[src/rtl/lockstep_pkg.sv]
`default_nettype none
// ============================================================================
//  Module  : lockstep_pkg
//  Purpose : Shared constants for the instruction-level lockstep scheduler.
//            Holds the controller state encoding and the default wait limit.
//  Ports   : none (package)
//  Rev     : 1.0  initial release
// ============================================================================
package lockstep_pkg;

  // Controller states. Kept as plain sized constants so older tools that
  // choke on enum casts can still read the state register directly.
  localparam logic [2:0] S_RUN     = 3'd0;
  localparam logic [2:0] S_WAIT_A  = 3'd1;  // A parked at a boundary, B still running
  localparam logic [2:0] S_WAIT_B  = 3'd2;  // B parked at a boundary, A still running
  localparam logic [2:0] S_ALIGN   = 3'd3;  // both parked, compare window
  localparam logic [2:0] S_RELEASE = 3'd4;  // one-cycle joint step off the boundary
  localparam logic [2:0] S_HALT    = 3'd5;  // terminal until reset

  typedef logic [2:0] state_t;

  // Cycles one core may sit at a boundary waiting for its partner.
  localparam int DEFAULT_TIMEOUT = 64;

endpackage : lockstep_pkg
`default_nettype wire

[src/rtl/lockstep_wait_timer.sv]
`default_nettype none
// ============================================================================
//  Module  : lockstep_wait_timer
//  Purpose : Loadable down-counter with an expiry flag. Loaded with LOAD when
//            a wait begins; counts down once per waiting cycle; o_expired is
//            high while the count is zero (the last permitted waiting cycle).
//  Ports   : clk        system clock
//            rst_n      asynchronous active-low reset
//            i_load     reload the counter with LOAD (wins over i_dec)
//            i_dec      decrement by one (holds at zero)
//            o_expired  count is zero
//  Rev     : 1.0  initial release
// ============================================================================
module lockstep_wait_timer #(
  parameter int WIDTH = 7,
  parameter int LOAD  = 63
) (
  input  logic clk,
  input  logic rst_n,
  input  logic i_load,
  input  logic i_dec,
  output logic o_expired
);

  logic [WIDTH-1:0] r_cnt;

  always_ff @(posedge clk or negedge rst_n) begin
    if (!rst_n) begin
      r_cnt <= '0;
    end else if (i_load) begin
      r_cnt <= WIDTH'(LOAD);
    end else if (i_dec && (r_cnt != '0)) begin
      r_cnt <= r_cnt - WIDTH'(1);
    end
  end

  assign o_expired = (r_cnt == '0);

endmodule : lockstep_wait_timer
`default_nettype wire

[src/rtl/lockstep_sync_ctrl.sv]
`default_nettype none
// ============================================================================
//  Module  : lockstep_sync_ctrl
//  Purpose : Instruction-level lockstep scheduler for a dual-core equivalence
//            harness. Gates each core's clock enable so it parks at its next
//            instruction boundary, compares PC/instruction once both are
//            parked, raises a compare window, then releases both together.
//  Ports   : clk           system clock
//            resetn        asynchronous active-low reset
//            a/b_inst_start core at instruction boundary (level)
//            a/b_pc        core PC
//            a/b_instr     core current instruction word
//            a/b_en        core clock enables (combinational)
//            cmp_valid     both cores frozen at an aligned, matching boundary
//            cmp_pc        PC captured at the latest alignment
//            align_cnt     completed alignments (saturating)
//            err_mismatch  sticky PC/instruction difference
//            err_timeout   sticky partner-wait overrun
//            halted        controller in HALT
//  Rev     : 1.0  initial release
// ============================================================================
module lockstep_sync_ctrl
  import lockstep_pkg::*;
#(
  parameter int TIMEOUT          = DEFAULT_TIMEOUT,
  parameter int CMP_CYCLES       = 2,
  parameter int WARMUP           = 2,
  parameter int CNT_W            = 16,
  parameter int STOP_ON_MISMATCH = 1
) (
  input  logic             clk,
  input  logic             resetn,
  input  logic             a_inst_start,
  input  logic             b_inst_start,
  input  logic [31:0]      a_pc,
  input  logic [31:0]      b_pc,
  input  logic [31:0]      a_instr,
  input  logic [31:0]      b_instr,
  output logic             a_en,
  output logic             b_en,
  output logic             cmp_valid,
  output logic [31:0]      cmp_pc,
  output logic [CNT_W-1:0] align_cnt,
  output logic             err_mismatch,
  output logic             err_timeout,
  output logic             halted
);

  localparam int TMR_W  = $clog2(TIMEOUT + 1);
  localparam int HOLD_W = (CMP_CYCLES < 2) ? 1 : $clog2(CMP_CYCLES);
  localparam int WARM_W = (WARMUP < 1) ? 1 : $clog2(WARMUP + 1);

  state_t              r_state;
  state_t              w_next;
  logic [HOLD_W-1:0]   r_hold;
  logic [WARM_W-1:0]   r_warm;
  logic                r_cur_mis;   // mismatch seen at the alignment in progress
  logic                r_cmp_ok;    // this alignment may raise cmp_valid
  logic [31:0]         r_cmp_pc;
  logic [CNT_W-1:0]    r_align_cnt;
  logic                r_err_mis;
  logic                r_err_to;

  logic w_in_wait;
  logic w_partner;
  logic w_expired;
  logic w_timeout;
  logic w_load;
  logic w_dec;
  logic w_hold_last;
  logic w_enter_align;
  logic w_mis;

  // ---- wait timer, shared by both WAIT states ----
  assign w_in_wait = (r_state == S_WAIT_A) || (r_state == S_WAIT_B);
  assign w_partner = (r_state == S_WAIT_A) ? b_inst_start : a_inst_start;
  assign w_load    = (r_state == S_RUN) && (a_inst_start ^ b_inst_start);
  assign w_dec     = w_in_wait && !w_partner;
  // The timer is loaded with TIMEOUT-1 so it reads zero on the TIMEOUT-th
  // waiting cycle; a partner arriving on that very cycle still wins.
  assign w_timeout = w_in_wait && !w_partner && w_expired;

  lockstep_wait_timer #(
    .WIDTH (TMR_W),
    .LOAD  (TIMEOUT - 1)
  ) u_wait_timer (
    .clk       (clk),
    .rst_n     (resetn),
    .i_load    (w_load),
    .i_dec     (w_dec),
    .o_expired (w_expired)
  );

  assign w_hold_last   = (r_hold == HOLD_W'(CMP_CYCLES - 1));
  assign w_mis         = (a_pc != b_pc) || (a_instr != b_instr);
  assign w_enter_align = (w_next == S_ALIGN) && (r_state != S_ALIGN);

  // ---- next state ----
  always_comb begin
    w_next = r_state;
    case (r_state)
      S_RUN: begin
        if (a_inst_start && b_inst_start) w_next = S_ALIGN;
        else if (a_inst_start)            w_next = S_WAIT_A;
        else if (b_inst_start)            w_next = S_WAIT_B;
      end
      S_WAIT_A, S_WAIT_B: begin
        if (w_partner)      w_next = S_ALIGN;
        else if (w_expired) w_next = S_HALT;
      end
      S_ALIGN: begin
        if (w_hold_last) begin
          w_next = (r_cur_mis && (STOP_ON_MISMATCH != 0)) ? S_HALT : S_RELEASE;
        end
      end
      S_RELEASE: w_next = S_RUN;
      S_HALT:    w_next = S_HALT;
      default:   w_next = S_RUN;
    endcase
  end

  // ---- clock enables: combinational so the boundary cycle itself is gated ----
  always_comb begin
    a_en = 1'b0;
    b_en = 1'b0;
    case (r_state)
      S_RUN: begin
        a_en = !a_inst_start;
        b_en = !b_inst_start;
      end
      S_WAIT_A: b_en = !b_inst_start;
      S_WAIT_B: a_en = !a_inst_start;
      S_RELEASE: begin
        a_en = 1'b1;
        b_en = 1'b1;
      end
      default: begin
        a_en = 1'b0;
        b_en = 1'b0;
      end
    endcase
  end

  // ---- state, capture and counters ----
  always_ff @(posedge clk or negedge resetn) begin
    if (!resetn) begin
      r_state     <= S_RUN;
      r_hold      <= '0;
      r_warm      <= '0;
      r_cur_mis   <= 1'b0;
      r_cmp_ok    <= 1'b0;
      r_cmp_pc    <= '0;
      r_align_cnt <= '0;
      r_err_mis   <= 1'b0;
      r_err_to    <= 1'b0;
    end else begin
      r_state <= w_next;

      if (w_timeout) begin
        r_err_to <= 1'b1;
      end

      if (w_enter_align) begin
        r_hold    <= '0;
        r_cmp_pc  <= a_pc;
        r_cur_mis <= w_mis;
        // Window is opened only once the reset-vector skew has been absorbed.
        r_cmp_ok  <= (r_warm == WARM_W'(WARMUP)) && !w_mis;
        if (w_mis) begin
          r_err_mis <= 1'b1;
        end
        if (r_warm != WARM_W'(WARMUP)) begin
          r_warm <= r_warm + WARM_W'(1);
        end
        if (r_align_cnt != '1) begin
          r_align_cnt <= r_align_cnt + CNT_W'(1);
        end
      end else if ((r_state == S_ALIGN) && !w_hold_last) begin
        r_hold <= r_hold + HOLD_W'(1);
      end
    end
  end

  assign cmp_valid    = (r_state == S_ALIGN) && r_cmp_ok;
  assign cmp_pc       = r_cmp_pc;
  assign align_cnt    = r_align_cnt;
  assign err_mismatch = r_err_mis;
  assign err_timeout  = r_err_to;
  assign halted       = (r_state == S_HALT);

endmodule : lockstep_sync_ctrl
`default_nettype wire

[config.mk]
export PLATFORM = sky130hd
export DESIGN_NAME = lockstep_sync_ctrl
export DESIGN_NICKNAME = d
export VERILOG_FILES = /design/src/rtl/lockstep_pkg.sv /design/src/rtl/lockstep_wait_timer.sv /design/src/rtl/lockstep_sync_ctrl.sv
export SDC_FILE = /design/constraint.sdc
export NUM_CORES = 1
export LEC_CHECK = 0
export BUFFER_PORTS_ARGS = -buffer_cell sky130_fd_sc_hd__buf_2
export CAP_MARGIN = 20
export CORE_UTILIZATION = 49
export CTS_BUF_LIST = sky130_fd_sc_hd__clkbuf_16
export DETAILED_ROUTE_END_ITERATION = 10
export PLACE_DENSITY = 0.86
export SETUP_SLACK_MARGIN = 0.15
export SYNTH_ARGS = -nofsm -noshare
export SYNTH_HDL_FRONTEND = slang
export SYNTH_SLANG_ARGS = --single-unit
[constraint.sdc]
create_clock -name clk -period 5.9 [get_ports clk]
set_input_delay 0.59 -clock clk [delete_from_list [all_inputs] [get_ports clk]]
set_output_delay 0.59 -clock clk [all_outputs]
set_load 0.005 [all_outputs]
# Word-level counts from Yosys, hierarchy flattened
# Index checks and enable logic that the tools add are counted.
# word_totals
register_bits	65
output_inout_bits	54
# classes
addsub	4
n_eq_ne	12
muxes	15
bitwise_logic	1
n_reduce_logical	27
# ops
operator	count
32-bit != test	2
3-bit 2-to-1 mux	6
16-bit by 1-bit adder with 16-bit output, second input constant	1
16-bit != test, second input constant	1
7-bit 2-to-1 mux	2
3-bit one-hot mux with 4 select lines	1
3-bit by 2-bit == test with 1-bit output, second input constant	3
1-bit logical AND	9
7-bit zero test	1
7-bit nonzero test	1
7-bit by 1-bit subtractor with 7-bit output, second input constant	1
3-bit == test, second input constant	2
2-bit AND reduction	3
2-bit OR reduction	3
1-bit zero test	5
1-bit 2-to-1 mux	4
1-bit one-hot mux with 2 select lines	2
2-bit nonzero test	2
3-bit by 1-bit == test with 1-bit output, second input constant	1
3-bit zero test	1
3-bit by 2-bit != test with 1-bit output, second input constant	1
2-bit by 1-bit adder with 2-bit output, second input constant	1
2-bit == test, second input constant	1
1-bit logical OR	2
3 further kinds	3

# Longest topological paths before layout
# logic_depth
word_depth	7
mapped_depth	8
depth_no_buf	7

# By module
# Synthesis repeated with hierarchy kept, for this count alone.
# unflattened
cells_unflattened	378
area_unflattened_um2	3557.2
# modules_own_cells
module	instances	cells_each	area_per_inst_um2	seq_area_each_um2
lockstep_sync_ctrl	1	343	3176.8	1451.4
lockstep_wait_timer	1	35	380.4	175.2

# Least setup slack after synthesis
# OpenSTA, ideal clock, no wires.
# synth_path
kind	in2reg
start	input a_inst_start
end	register r_align_cnt[14], in the netlist align_cnt[14]
setup_ns	0.125
arrival_ns	1.837
required_time_ns	5.775
slack_ns	3.939
path_stages	6
path_buffers	0
cell_sequence	ha_1 -> nor3_1 -> a211oi_2 -> nand3_1 -> nor2_1 -> mux2_2
# synth_between
elab_chain_len	6
# synth_rtl
element	line_no	rtl
start: declaration	lockstep_sync_ctrl.sv:33	input logic a_inst_start,
1-bit 2-to-1 mux (tied with other cells)	lockstep_sync_ctrl.sv:76	assign w_partner = (r_state == S_WAIT_A) ? b_inst_start : a_inst_start;
3-bit 2-to-1 mux, on equally long branches	lockstep_sync_ctrl.sv:108, lockstep_sync_ctrl.sv:103	
3-bit one-hot mux with 4 select lines (*)	lockstep_sync_ctrl.sv:101	case (r_state)
3-bit by 2-bit == test with 1-bit output (*)	lockstep_sync_ctrl.sv:96	assign w_enter_align = (w_next == S_ALIGN) && (r_state != S_ALIGN);
1-bit logical AND (*)	lockstep_sync_ctrl.sv:96	
2-bit AND reduction (no line) (*)	n/a	
end signal: assignment	lockstep_sync_ctrl.sv:176	r_align_cnt <= r_align_cnt + CNT_W'(1);
end: declaration	lockstep_sync_ctrl.sv:60	logic [CNT_W-1:0] r_align_cnt;
# Every way passes the cells marked *; elsewhere a longest branch is shown, timed or not.
# A chain may end at the register's enable or synchronous reset.

# Worst setup path after layout
# layout_path
start	register r_state[1]
end	register r_align_cnt[8], in the netlist align_cnt[8]
# layout_between
elab_chain_len	7
# layout_rtl
element	line_no	rtl
start: declaration	lockstep_sync_ctrl.sv:53	state_t r_state;
start signal: assignment	lockstep_sync_ctrl.sv:157	r_state <= w_next;
3-bit by 1-bit == test with 1-bit output or 3-bit 2-to-1 mux (tied branches)	lockstep_sync_ctrl.sv:76, lockstep_sync_ctrl.sv:101, lockstep_sync_ctrl.sv:105	
1-bit 2-to-1 mux or 3-bit 2-to-1 mux (tied branches)	lockstep_sync_ctrl.sv:76, lockstep_sync_ctrl.sv:104	
3-bit 2-to-1 mux, on equally long branches	lockstep_sync_ctrl.sv:108, lockstep_sync_ctrl.sv:103	
3-bit one-hot mux with 4 select lines	lockstep_sync_ctrl.sv:101	
3-bit by 2-bit == test with 1-bit output	lockstep_sync_ctrl.sv:96	
1-bit logical AND (*)	lockstep_sync_ctrl.sv:96	
2-bit AND reduction (no line) (*)	n/a	
# Marks and branches as above.

==> reports/metrics.json <==
{
  "hold_violations": 0,
  "worst-path-buf-inv": 1,
  "timing.critical_path.required_ns": 6.14,
  "cts_setup_buffers": 0,
  "power.net_switching_w": 0.000766,
  "synth_adder_area_share": 0.0141,
  "synth.lib_cells_used.distinct": 41,
  "initial_cell_density_of_the_core": 0.514,
  "post-route-min-period_ns": 2.24,
  "finalNetCount": 704,
  "dieArea_mm2": 0.00759,
  "place.detailed.hpwl_um": 7550,
  "antenna_found_initial": 0,
  "p_per_area_mw_per_mm2": 428,
  "avgSynthCellArea_um2": 9.37,
  "layout-drive-gt1-share": 0.373,
  "grt_util_all_layers": 0.268,
  "cts_tree": "yes",
  "buffer_ports.inserted": 185,
  "layout_commonest_cell": "sky130_fd_sc_hd__buf_2",
  "highest_count_cells_in_the_layout_ignoring_fill_and_taps": "sky130_fd_sc_hd__buf_2 (185), sky130_fd_sc_hd__nand2_1 (116), sky130_fd_sc_hd__xnor2_1 (76)",
  "comb_power_share": 0.369,
  "first_global_vias": 3409,
  "run_status": "finished clean",
  "route.detailed.wl_per_inst_um": 14.6,
  "growth_of_design_area_from_synthesis_to_finish_pct": 38.1,
  "mappedNetlistNets": 515,
  "worstPathArrival_ns": 2.48,
  "synth_xor_area_frac": 0.205,
  "synth_sequential_area_ratio": 0.458,
  "final-setup-viol-count": 0,
  "cts.root.buffer_cell": "sky130_fd_sc_hd__clkbuf_16",
  "crit_path_max_incr_delay_ns": 0.66,
  "post_cts_resized": 0,
  "worst_slew_pin_slew_ns": 0.799,
  "fin_tns_setup_ns": 0,
  "switching_share": 0.365,
  "synthCells": 379,
  "synth_simple_gate_area_share": 0.241,
  "total_via_count_after_detailed_routing": 3379,
  "route.antenna.remaining_nets": 0,
  "finalWirelength_um": 9800,
  "finalCoreUtilization": 0.710,
  "row_count": 30,
  "ys_dominant_reg_cell": "sky130_fd_sc_hd__dfrtp_1",
  "final.period_utilization": 0.379,
  "h_tree_depth": 3,
  "route.detailed.vias_per_inst": 5.04,
  "finish.instance_area_mm2": 0.00490,
  "synthDominantCellAreaShare": 0.458,
  "internal-power_w": 0.00133,
  "i_o_pin_cnt": 186,
  "grt_overflow": 0,
  "start_kind": "flop",
  "worst_path_cell_trace": "o21bai_1 > a211o_1 > buf_4 > a21oi_4 > and4_1 > xor2_1",
  "synth_area_leaders": "sky130_fd_sc_hd__dfrtp_1 (46%), sky130_fd_sc_hd__xnor2_1 (19%), sky130_fd_sc_hd__nand2_1 (12%), sky130_fd_sc_hd__nand4_1 (3.7%), sky130_fd_sc_hd__xor2_1 (1.7%)",
  "floorplan.die.height_um": 87.1,
  "cts-hold-fix-buffers": 0,
  "synth_top_family_by_area": "simple AND/OR/NAND/NOR gates",
  "detailedRoute.firstIterationViolations": 97,
  "number_of_enable_flip_flop_cells_after_synthesis": 0,
  "cts-buffers-inserted": 9,
  "clock_latency_ns": 0.32,
  "synth.area.mux_share": 0.0127,
  "fmax_mhz": 447,
  "sequentialPowerShare": 0.364,
  "leakage_nw": 2.43,
  "routabilityCongestion": 0.892,
  "cts_buffer_depth": 2,
  "area_of_the_mapped_netlist_mm2": 0.00355,
  "timing.max_slew.rel_slack": 0.467,
  "synth.ff_latch_count": 65,
  "worst-path-max-fanout": 38,
  "drt_pass1_iterations": 4,
  "die_width_um": 87.1,
  "timing.setup.critical_path_class": "reg2reg",
  "power.share.clock": 0.267,
  "critical_path.endpoint_type": "flop",
  "grt_first_pass_wirelength_um": 15300,
  "min-delay-path-class": "in2async",
  "complex_gate_fraction_of_the_synthesized_area": 0.0518,
  "clkTransAtPathRegs_ns": 0.06,
  "power.ir.vdd_worst_mv": 0.221,
  "placedInstanceArea_mm2": 0.00458,
  "crit_path_leading_delay_family": "compound AO/OA/AOI/OAI gates",
  "setup_repair_after_global_routing_missed_its_margin": "no",
  "drcViolationCount": 0,
  "final_max_slew_viol_count": 0,
  "synth_warnings": 0,
  "design.core.area_mm2": 0.00691,
  "grt_max_degree": 66,
  "cts_num_sinks": 65,
  "crit_slowest_cell": "sky130_fd_sc_hd__dfrtp_1",
  "worst_clock_skew_ns": 0.00637,
  "drv.max_cap_violation_count": 0,
  "synth_area_leader_cell": "sky130_fd_sc_hd__dfrtp_1",
  "postSynth.asyncResetShare": 1.00
}
-- per-layer routing --
layer / vias to the layer above / share of wire / global-route usage
li1: 1634 / - / -
met1: 1577 / 0.36 / 0.270
met2: 138 / 0.54 / 0.505
met3: 30 / 0.056 / 0.0682
met4: 0 / 0.041 / 0.143
met5: - / 0 / 0
-- kinds of logic (layout without fill, tap and decap cells) --
family / Yosys count / after routing
buf+inv: 14 / 208
simple gates: 188 / 188
xor+xnor: 83 / 83
other cells: 0 / 1
fa+ha+maj: 4 / 4
flops: 65 / 65
compound gates: 21 / 21
mux: 4 / 4
-- stage by stage --
stage               hold slack, ns  total power [W]  cells  setup WS, ns
finish                       0.441          0.00210    670          3.66
global route                 0.482          0.00225    669          3.50
global placement             0.440          0.00150    653          3.46
CTS                          0.453          0.00212    669          3.63
floorplan                    0.294          0.00121    379          3.94
detailed placement           0.439          0.00154    653          3.39
-- worst paths after layout --
kind	slack, ns	start	to	cells after the start
worst max-delay path	3.66	r_state[1]	align_cnt[8]	6
max in group asynchronous	4.93	resetn	r_cmp_ok	2
worst max register to register	3.66	r_state[1]	align_cnt[8]	6
worst min register to register	0.45	err_mismatch	err_mismatch	1
worst min-delay path	0.44	resetn	cmp_pc[16]	2
min in group clk	0.45	err_mismatch	err_mismatch	1
-- power groups by stage --
stage	Sequential, W	Clock, W	Combinational, W
global route	0.000792	0.000590	0.000871
global placement	0.000757	0	0.000746
finish	0.000764	0.000561	0.000775
detailed placement	0.000766	0	0.000778
CTS	0.000765	0.000569	0.000786
floorplan	0.000744	0	0.000467
-- final cells by class --
type | instances | area, um2
clock buffers | 9 | 225
flip-flops and latches | 65 | 1630
diodes | 1 | 2.50
clock inverters | 7 | 95.1
repair buffers | 188 | 948
inverters | 4 | 15.0
multi-input cells | 300 | 1870
fillers | 560 | 2000
well taps | 96 | 120
-- flip-flops by register name (all words and copies together), names as in the netlist, 2 cells and up --
name	flops
r_state	3
r_warm	2
align_cnt	16
u_wait_timer.r_cnt	7
cmp_pc	32
-- Yosys cell counts, types with 2 or more instances --
| cell | number |
|---|---|
| sky130_fd_sc_hd__inv_1 | 4 |
| sky130_fd_sc_hd__nor2b_1 | 3 |
| sky130_fd_sc_hd__mux2_2 | 4 |
| sky130_fd_sc_hd__nand4_1 | 21 |
| sky130_fd_sc_hd__nor3_1 | 6 |
| sky130_fd_sc_hd__nand2_1 | 116 |
| sky130_fd_sc_hd__o21ai_0 | 3 |
| sky130_fd_sc_hd__clkbuf_1 | 8 |
| sky130_fd_sc_hd__nor4_1 | 4 |
| sky130_fd_sc_hd__dfrtp_1 | 65 |
| sky130_fd_sc_hd__nand2b_1 | 6 |
| sky130_fd_sc_hd__a21oi_1 | 2 |
| sky130_fd_sc_hd__nor2_1 | 9 |
| sky130_fd_sc_hd__and4_1 | 2 |
| sky130_fd_sc_hd__ha_1 | 4 |
| sky130_fd_sc_hd__and3_1 | 3 |
| sky130_fd_sc_hd__xnor2_1 | 76 |
| sky130_fd_sc_hd__or3b_2 | 2 |
| sky130_fd_sc_hd__xor2_1 | 7 |
| sky130_fd_sc_hd__nand3_1 | 12 |
| sky130_fd_sc_hd__o21bai_1 | 2 |
Power figures use the tool's default switching activity.
